`config.mk`:
```
export PLATFORM = sky130hd
export DESIGN_NAME = exp5_fluxo_dados
export DESIGN_NICKNAME = d
export VERILOG_FILES = /design/src/rtl/exp5_fluxo_dados_pkg.sv /design/src/rtl/exp5_detector_borda.sv /design/src/rtl/exp5_fluxo_dados.sv
export SDC_FILE = /design/constraint.sdc
export NUM_CORES = 1
export LEC_CHECK = 0
export BUFFER_PORTS_ARGS = -buffer_cell sky130_fd_sc_hd__buf_2
export CORE_ASPECT_RATIO = 1.4
export CORE_MARGIN = 2
export CORE_UTILIZATION = 35
export CTS_CLUSTER_SIZE = 40
export DETAILED_ROUTE_END_ITERATION = 8
export PLACE_DENSITY = 0.6
export SETUP_SLACK_MARGIN = 0.1
export SYNTH_ARGS = -nofsm -noshare
export SYNTH_HDL_FRONTEND = slang
export SYNTH_SLANG_ARGS = --single-unit
```
`constraint.sdc`:
```
create_clock -name clock -period 2.5 [get_ports clock]
set_input_delay 0 -clock clock [delete_from_list [all_inputs] [get_ports clock]]
set_output_delay 0 -clock clock [all_outputs]
set_load 0.005 [all_outputs]
```
`src/rtl/exp5_fluxo_dados_pkg.sv`:
```
`default_nettype none
// ============================================================================
//  Module   : exp5_fluxo_dados_pkg
//  Desc     : Shared constants for the exp5 memory game: word width, default
//             sequence length and the fixed 16-word sequence ROM.
//  Revision : 1.0 - initial release
// ============================================================================
package exp5_fluxo_dados_pkg;

  // Width of the keys, the play register and every ROM word.
  localparam int LARG_FIXA = 4;

  // Default number of plays in a round (legal range 2..16).
  localparam int N_JOGADAS_PADRAO = 16;

  // Fixed game sequence, address 0 first.
  function automatic logic [3:0] rom_ler(input logic [3:0] endereco);
    logic [3:0] palavra;
    palavra = 4'b0001;
    case (endereco)
      4'd0:  palavra = 4'b0001;
      4'd1:  palavra = 4'b0010;
      4'd2:  palavra = 4'b0100;
      4'd3:  palavra = 4'b1000;
      4'd4:  palavra = 4'b0100;
      4'd5:  palavra = 4'b0010;
      4'd6:  palavra = 4'b0001;
      4'd7:  palavra = 4'b0001;
      4'd8:  palavra = 4'b0010;
      4'd9:  palavra = 4'b0010;
      4'd10: palavra = 4'b0100;
      4'd11: palavra = 4'b0100;
      4'd12: palavra = 4'b1000;
      4'd13: palavra = 4'b1000;
      4'd14: palavra = 4'b0001;
      4'd15: palavra = 4'b0100;
      default: palavra = 4'b0001;
    endcase
    return palavra;
  endfunction

endpackage
`default_nettype wire

```
`src/rtl/exp5_detector_borda.sv`:
```
`default_nettype none
// ============================================================================
//  Module   : exp5_detector_borda
//  Desc     : Rising-edge detector: one-cycle pulse when sinal goes 0 -> 1.
//  Revision : 1.0 - initial release
// ============================================================================
module exp5_detector_borda (
  input  logic clock,
  input  logic reset,   // asynchronous, active low
  input  logic sinal,
  output logic pulso
);

  logic atual_q;
  logic atual_d;
  logic anterior_q;
  logic anterior_d;

  // Next state: shift the input through two stages.
  always_comb begin
    atual_d    = sinal;
    anterior_d = atual_q;
  end

  // Two-stage history; cleared by reset so a held input pulses once after release.
  always_ff @(posedge clock or negedge reset) begin
    if (!reset) begin
      atual_q    <= 1'b0;
      anterior_q <= 1'b0;
    end else begin
      atual_q    <= atual_d;
      anterior_q <= anterior_d;
    end
  end

  assign pulso = atual_q & ~anterior_q;

endmodule
`default_nettype wire

```
`src/rtl/exp5_fluxo_dados.sv`:
```
`default_nettype none
// ============================================================================
//  Module   : exp5_fluxo_dados
//  Desc     : exp5 memory-game datapath: position counter, sequence ROM, play
//             register, comparator and keypress edge detector.
//  Revision : 1.0 - initial release
// ============================================================================
module exp5_fluxo_dados
  import exp5_fluxo_dados_pkg::*;
#(
  parameter int N_JOGADAS = N_JOGADAS_PADRAO,
  parameter int LARG      = LARG_FIXA
) (
  input  logic            clock,
  input  logic            reset,        // asynchronous, active low
  input  logic            zeraC,
  input  logic            contaC,
  input  logic            zeraR,
  input  logic            registraR,
  input  logic [LARG-1:0] chaves,
  output logic            fim,
  output logic            jogada_feita,
  output logic            igual,
  output logic [3:0]      db_contagem,
  output logic [3:0]      db_memoria,
  output logic [LARG-1:0] db_jogada
);

  // Last reachable address; the counter wraps back to 0 after it.
  localparam logic [3:0] ULTIMO = 4'(N_JOGADAS - 1);

  logic [3:0]      cnt_q;
  logic [3:0]      cnt_d;
  logic [LARG-1:0] jogada_q;
  logic [LARG-1:0] jogada_d;
  logic [3:0]      memoria;

  // Counter next value: clear wins over count; count wraps at the last play.
  always_comb begin
    cnt_d = cnt_q;
    if (zeraC) begin
      cnt_d = 4'd0;
    end else if (contaC) begin
      cnt_d = (cnt_q == ULTIMO) ? 4'd0 : cnt_q + 4'd1;
    end
  end

  // Play register next value: clear wins over load.
  always_comb begin
    jogada_d = jogada_q;
    if (zeraR) begin
      jogada_d = '0;
    end else if (registraR) begin
      jogada_d = chaves;
    end
  end

  // State registers for counter and play register.
  always_ff @(posedge clock or negedge reset) begin
    if (!reset) begin
      cnt_q    <= 4'd0;
      jogada_q <= '0;
    end else begin
      cnt_q    <= cnt_d;
      jogada_q <= jogada_d;
    end
  end

  // Combinational ROM read so igual follows the address in the same cycle.
  always_comb begin
    memoria = rom_ler(cnt_q);
  end

  exp5_detector_borda u_detector (
    .clock (clock),
    .reset (reset),
    .sinal (|chaves),
    .pulso (jogada_feita)
  );

  assign fim         = (cnt_q == ULTIMO);
  assign igual       = (jogada_q == memoria);
  assign db_contagem = cnt_q;
  assign db_memoria  = memoria;
  assign db_jogada   = jogada_q;

endmodule
`default_nettype wire
```
Yosys cells after proc, flatten, opt, wreduce, memory -nomap -nowiden
Memories as Yosys holds them, arrays and structs flattened. Cells that the tools add are included.

Word-level logic and storage cells: 18. Input bits: 10. Bits in latches: 0. Register bits after elaboration: 10. Memories kept: 1. Output and inout port bits: 15. Memory bits (writable): 0. ROM bits: 64.

Memories: (name not given) (depth 16, bits a word 4, read ports 1, clocked after memory_dff 0, wr ports 0, RTL line exp5_fluxo_dados_pkg.sv:20) `case (endereco)`.

Shifts and indexed selects: 0. Reduce and logical (&&, ||, !) cells: 3. Equality and inequality tests: 2. Multiplexer cells: 5. Bitwise operators: 2. Add/subtract/negate cells: 1. Multipliers: 0. $lt $le $gt $ge: 0. Div/mod/pow operators: 0.

Operators by type and width (count): 2-to-1 mux 4 bit (5); adder 4 x 1 -> 4 bit (second input constant) (1); equality test 4 bit (1); equality test 4 bit (second input constant) (1); nonzero test 2 bit (2); OR reduction 4 bit (1); AND 1 bit (1); NOT 1 bit (1).

Depth between registers and ports, before layout
Depth after elaboration: 4. Gate-level depth with buffers: 7. Depth with buffers taken out: 6.

By module
A second synthesis with hierarchy kept.

Cells, all modules: 72. Area total of the unflattened synthesis: 708.2 µm².

By module, submodules not included: exp5_fluxo_dados (area an instance 644.4 µm², times used 1, cells each 69, sequential area each 200.2 µm²); exp5_detector_borda (area an instance 63.8 µm², times used 1, cells each 3, sequential area each 50.0 µm²).

Worst setup path before layout
OpenSTA, ideal clock, no wires.

Path kind: flip-flop to output port. Start point: register cnt_q[2] (netlist: db_contagem[2]). End point: output igual. Path buffers: 1. Cell stages (with the launch flop): 8. Setup slack: 0.624 ns. Arrival: 1.876 ns. Data required time: 2.500 ns. Cell sequence: dfrtp_1 -> clkbuf_1 -> inv_1 -> ha_1 -> nor2b_1 -> or3_1 -> a221o_1 -> a211oi_2.

Longest elaborated chain between the ends: 2.

RTL lines: start, declared (RTL line exp5_fluxo_dados.sv:32) `logic [3:0] cnt_q;`; start signal, assigned (RTL line exp5_fluxo_dados.sv:64) `cnt_q <= cnt_d;`; memory (16 x 4 bit); equality test 4 bit (RTL line exp5_fluxo_dados.sv:82) `assign igual = (jogada_q == memoria);`; end, declared (RTL line exp5_fluxo_dados.sv:23) `output logic igual,`.

No other way between the ends.

Worst setup path in the final report
Start point: register cnt_q[0] (netlist: db_contagem[0]). End point: output igual.

The elaborated chain is that of the path after synthesis.

==> impl_metrics.sql <==
INSERT INTO impl_metrics (metric_group, metric, value, unit) VALUES
('run_status', 'outcome', 'complete, no violations', ''),
('worst_setup_path', 'r2r_setup_slack', '1060', 'ps'),
('timing', 'post-route-min-period', '2217', 'ps'),
('timing', 'timing.slew.headroom', '74.04', '%'),
('yosys', 'synthesis.nets', '88', ''),
('yosys', 'yosys.cell_types.count', '29', ''),
('route', 'drc_violations_left', '0', ''),
('route', 'routed_wl_per_cell', '12.46', 'µm'),
('worst_setup_path', 'critical_path_peak_fanout', '5', ''),
('timing', 'fin_setup_tns', '0', 'ps'),
('worst_setup_path', 'crit_path_max_incr_delay', '440', 'ps'),
('clock_tree', 'root_buffer', 'clkbuf_4', ''),
('clock_tree', 'clockBufferDepth', '2', ''),
('grt', 'grt_antenna_before_repair', '0', ''),
('place', 'gp_congestion', '0.7705', ''),
('cells_and_area', 'layout.nets', '123', ''),
('timing', 'layout_worst_path_cycle_share', '88.66', '%'),
('grt', 'grt_start_max_net_pins', '15', ''),
('yosys', 'dominantRegCellSynth', 'dfrtp_1', ''),
('route', 'ant_nets', '0', ''),
('worst_setup_path', 'crit_path_cell_trace', 'ha_1 -> ha_1 -> nor2b_1 -> or3_1 -> a221o_1 -> a211oi_2 -> buf_2', ''),
('yosys', 'yosys_warnings', '0', ''),
('clock_tree', 'numClockSinks', '10', ''),
('worst_setup_path', 'critical_path.slowest_cell', 'dfrtp_2', ''),
('worst_setup_path', 'setup.worst_path.start_class', 'register', ''),
('clock_tree', 'clock_latency', '270', 'ps'),
('clock_tree', 'tritoncts.num_buffers', '3', ''),
('power_and_ir_drop', 'vdd.ir_drop.worst', '0.4770', 'mV'),
('yosys', 'synth_seq_cells', '10', ''),
('yosys', 'synth-async-reset-ratio', '100.0', '%'),
('route', 'total_wirelength', '1.582', 'mm'),
('route', 'first_iter_violations', '17', ''),
('yosys', 'syn-instance-count', '72', ''),
('route', 'topRoutingLayerUsed', 'met4', ''),
('floorplan', 'floorplan.rows', '19', ''),
('floorplan', 'die_w', '41.82', 'µm'),
('timing', 'slew_viol_final', '0', ''),
('power_and_ir_drop', 'report.power.total', '0.0004123', 'W'),
('floorplan', 'core_region_area', '0.001926', 'mm²'),
('cells_and_area', 'drive_above_1_share', '36.79', '%'),
('route', 'met1Wirelength', '642', 'µm'),
('yosys', 'synth.avg_cell_area', '9.732', 'µm²'),
('floorplan', 'start_util', '36.39', '%'),
('cells_and_area', 'area_growth_syn_to_layout', '36.61', '%'),
('yosys', 'syn-cell-area', '700.7', 'µm²'),
('worst_setup_path', 'endpoint', 'igual', ''),
('place', 'dp_cells', '113', ''),
('worst_setup_path', 'timing.critical_path.from', 'db_contagem[0]', ''),
('route', 'vias', '637', ''),
('timing', 'setup_violating_endpoint_count_in_the_final_report', '0', ''),
('cells_and_area', 'antenna_cells_inserted', '0', ''),
('place', 'number_of_port_buffers', '24', ''),
('yosys', 'number_of_enable_flip_flop_cells_after_synthesis', '0', ''),
('power_and_ir_drop', 'powerDensity', '430.7', 'mW/mm²'),
('worst_setup_path', 'timing.critical_path.mode_cell', 'ha_1', ''),
('route', 'post_drt_via_cell_ratio', '5.016', ''),
('floorplan', 'dieArea', '0.002381', 'mm²'),
('worst_setup_path', 'r2r_start', 'db_contagem[0]', ''),
('route', 'wl_met2', '854', 'µm'),
('place', 'post-dp-hpwl', '1.175', 'mm'),
('timing', 'hold_viol_final', '0', ''),
('worst_setup_path', 'critical_path_class', 'reg2out', ''),
('timing', 'fin_skew', '0.2809', 'ps'),
('cells_and_area', 'finish.cell_count_without_fillers', '127', ''),
('worst_setup_path', 'worst_setup_path_end_kind', 'primary output', ''),
('worst_setup_path', 'critPathArrivalTime', '2220', 'ps'),
('job', 'drv.max_cap_violation_count', '0', ''),
('clock_tree', 'clkSlewWorstSetupHoldPaths', '60', 'ps'),
('grt', 'grt.overflow.total', '0', ''),
('timing', 'unrepaired_setup_endpoints_after_global_routing', 'no', ''),
('yosys', 'synth-seq-area-share', '35.71', '%');
==> cells in the mapped netlist (all sizes together), types with 2 or more instances <==
| master | instances | share of area [%] |
|---|---|---|
| or4 | 2 | 2.1 |
| nand2 | 3 | 1.6 |
| nor2b | 2 | 1.8 |
| mux2 | 2 | 3.2 |
| mux2i | 6 | 8.6 |
| dfrtp | 10 | 36 |
| ha | 6 | 11 |
| nor2 | 10 | 5.4 |
| a21oi | 3 | 2.1 |
| o21ai | 4 | 2.9 |
| clkbuf | 3 | 1.6 |
| inv | 5 | 2.7 |
==> through the flow <==
stage	cell area, µm²	setup slack (ps)	utilization, %	hold WS (ps)
after floorplan	700.7	624.0	-	-295.6
after global placement	824.5	471.8	42.82	-134.8
after detailed placement	824.5	448.8	42.82	-133.2
after CTS	930.9	156.8	48.34	6.480
after global routing	957.2	139.2	49.71	44.74
final	957.2	283.4	49.71	9.462
==> per-layer routing <==
metal  vias to the layer above  track usage (%)
met5                         -                0
met4                         0            4.147
met3                         2            6.013
met2                        19            27.01
met1                       298            16.77
li1                        318                -
==> state kept, by name, indices dropped and copies added, names as in the netlist <==
register / count
u_detector.anterior_q: 1
u_detector.anterior_d: 1
db_contagem: 4
db_jogada: 4
==> where the power goes <==
part / internal (W) / switching (W) / total [W]
logic: 0.0000498 / 0.0000407 / 0.0000905
clock network: 0.0000883 / 0.0000546 / 0.000143
registers: 0.000169 / 0.00000947 / 0.000179
==> cells by family after synthesis <==
family / Yosys count / share of synthesized area, %
DFF: 10 / 35.71
adders and majority gates: 6 / 10.71
xor gates and xnor gates: 2 / 2.500
AOI/OAI and AO/OA: 12 / 11.96
buffers and inverters: 9 / 5.893
and+or+nand+nor: 24 / 18.22
muxes: 9 / 15.00
==> cell usage in the layout (no fill, tap or decap), types with 2 or more instances in the layout <==
| cell type | count |
|---|---|
| a21oi_1 | 3 |
| buf_2 | 24 |
| buf_4 | 3 |
| clkbuf_4 | 3 |
| dfrtp_1 | 7 |
| dfrtp_2 | 3 |
| dlygate4sd3_1 | 7 |
| ha_1 | 6 |
| inv_1 | 5 |
| mux2i_1 | 6 |
| nand2_1 | 3 |
| nor2_1 | 10 |
| nor2b_1 | 2 |
| o21ai_0 | 4 |
| or4_1 | 2 |
==> worst min-delay path by stage <==
| stage | startpoint | endpoint | slack, ps | cells after the start |
|---|---|---|---|---|
| 2_1_floorplan | reset | db_contagem[0] | -300 | 0 |
| 3_3_place_gp | reset | u_detector.anterior_q | -130 | 1 |
| 3_5_place_dp | reset | u_detector.anterior_d | -130 | 1 |
| 4_1_cts | chaves[2] | db_jogada[2] | 6 | 3 |
| 5_1_grt | chaves[2] | db_jogada[2] | 40 | 3 |
| 6_report | chaves[2] | db_jogada[2] | 9 | 3 |
==> critical path, delay by kind of cell (launching register included) <==
family                     cells  cell delay (ps)
adders and majority gates      2              430
DFF                            1              440
and+or+nand+nor                2              490
buffers and inverters          1              130
AOI/OAI and AO/OA              2              460
==> repair_timing <==
action	CTS	global route
endpoints found under the hold margin	19	0
setup buffers	0	3
hold buffers	7	0
endpoints found under the setup margin	0	1
resized for setup	0	3
==> cell type report <==
class                   count  area, µm²  share of cell area [%]
multi-input cells          53      409.1                   42.75
flip-flops and latches     10      254.0                   26.54
well taps                  21      26.28                   2.745
clock buffers               4      36.28                   3.791
inverters                   5      18.77                   1.961
repair buffers             34      212.7                   22.22
Power figures use the tool's default switching activity.
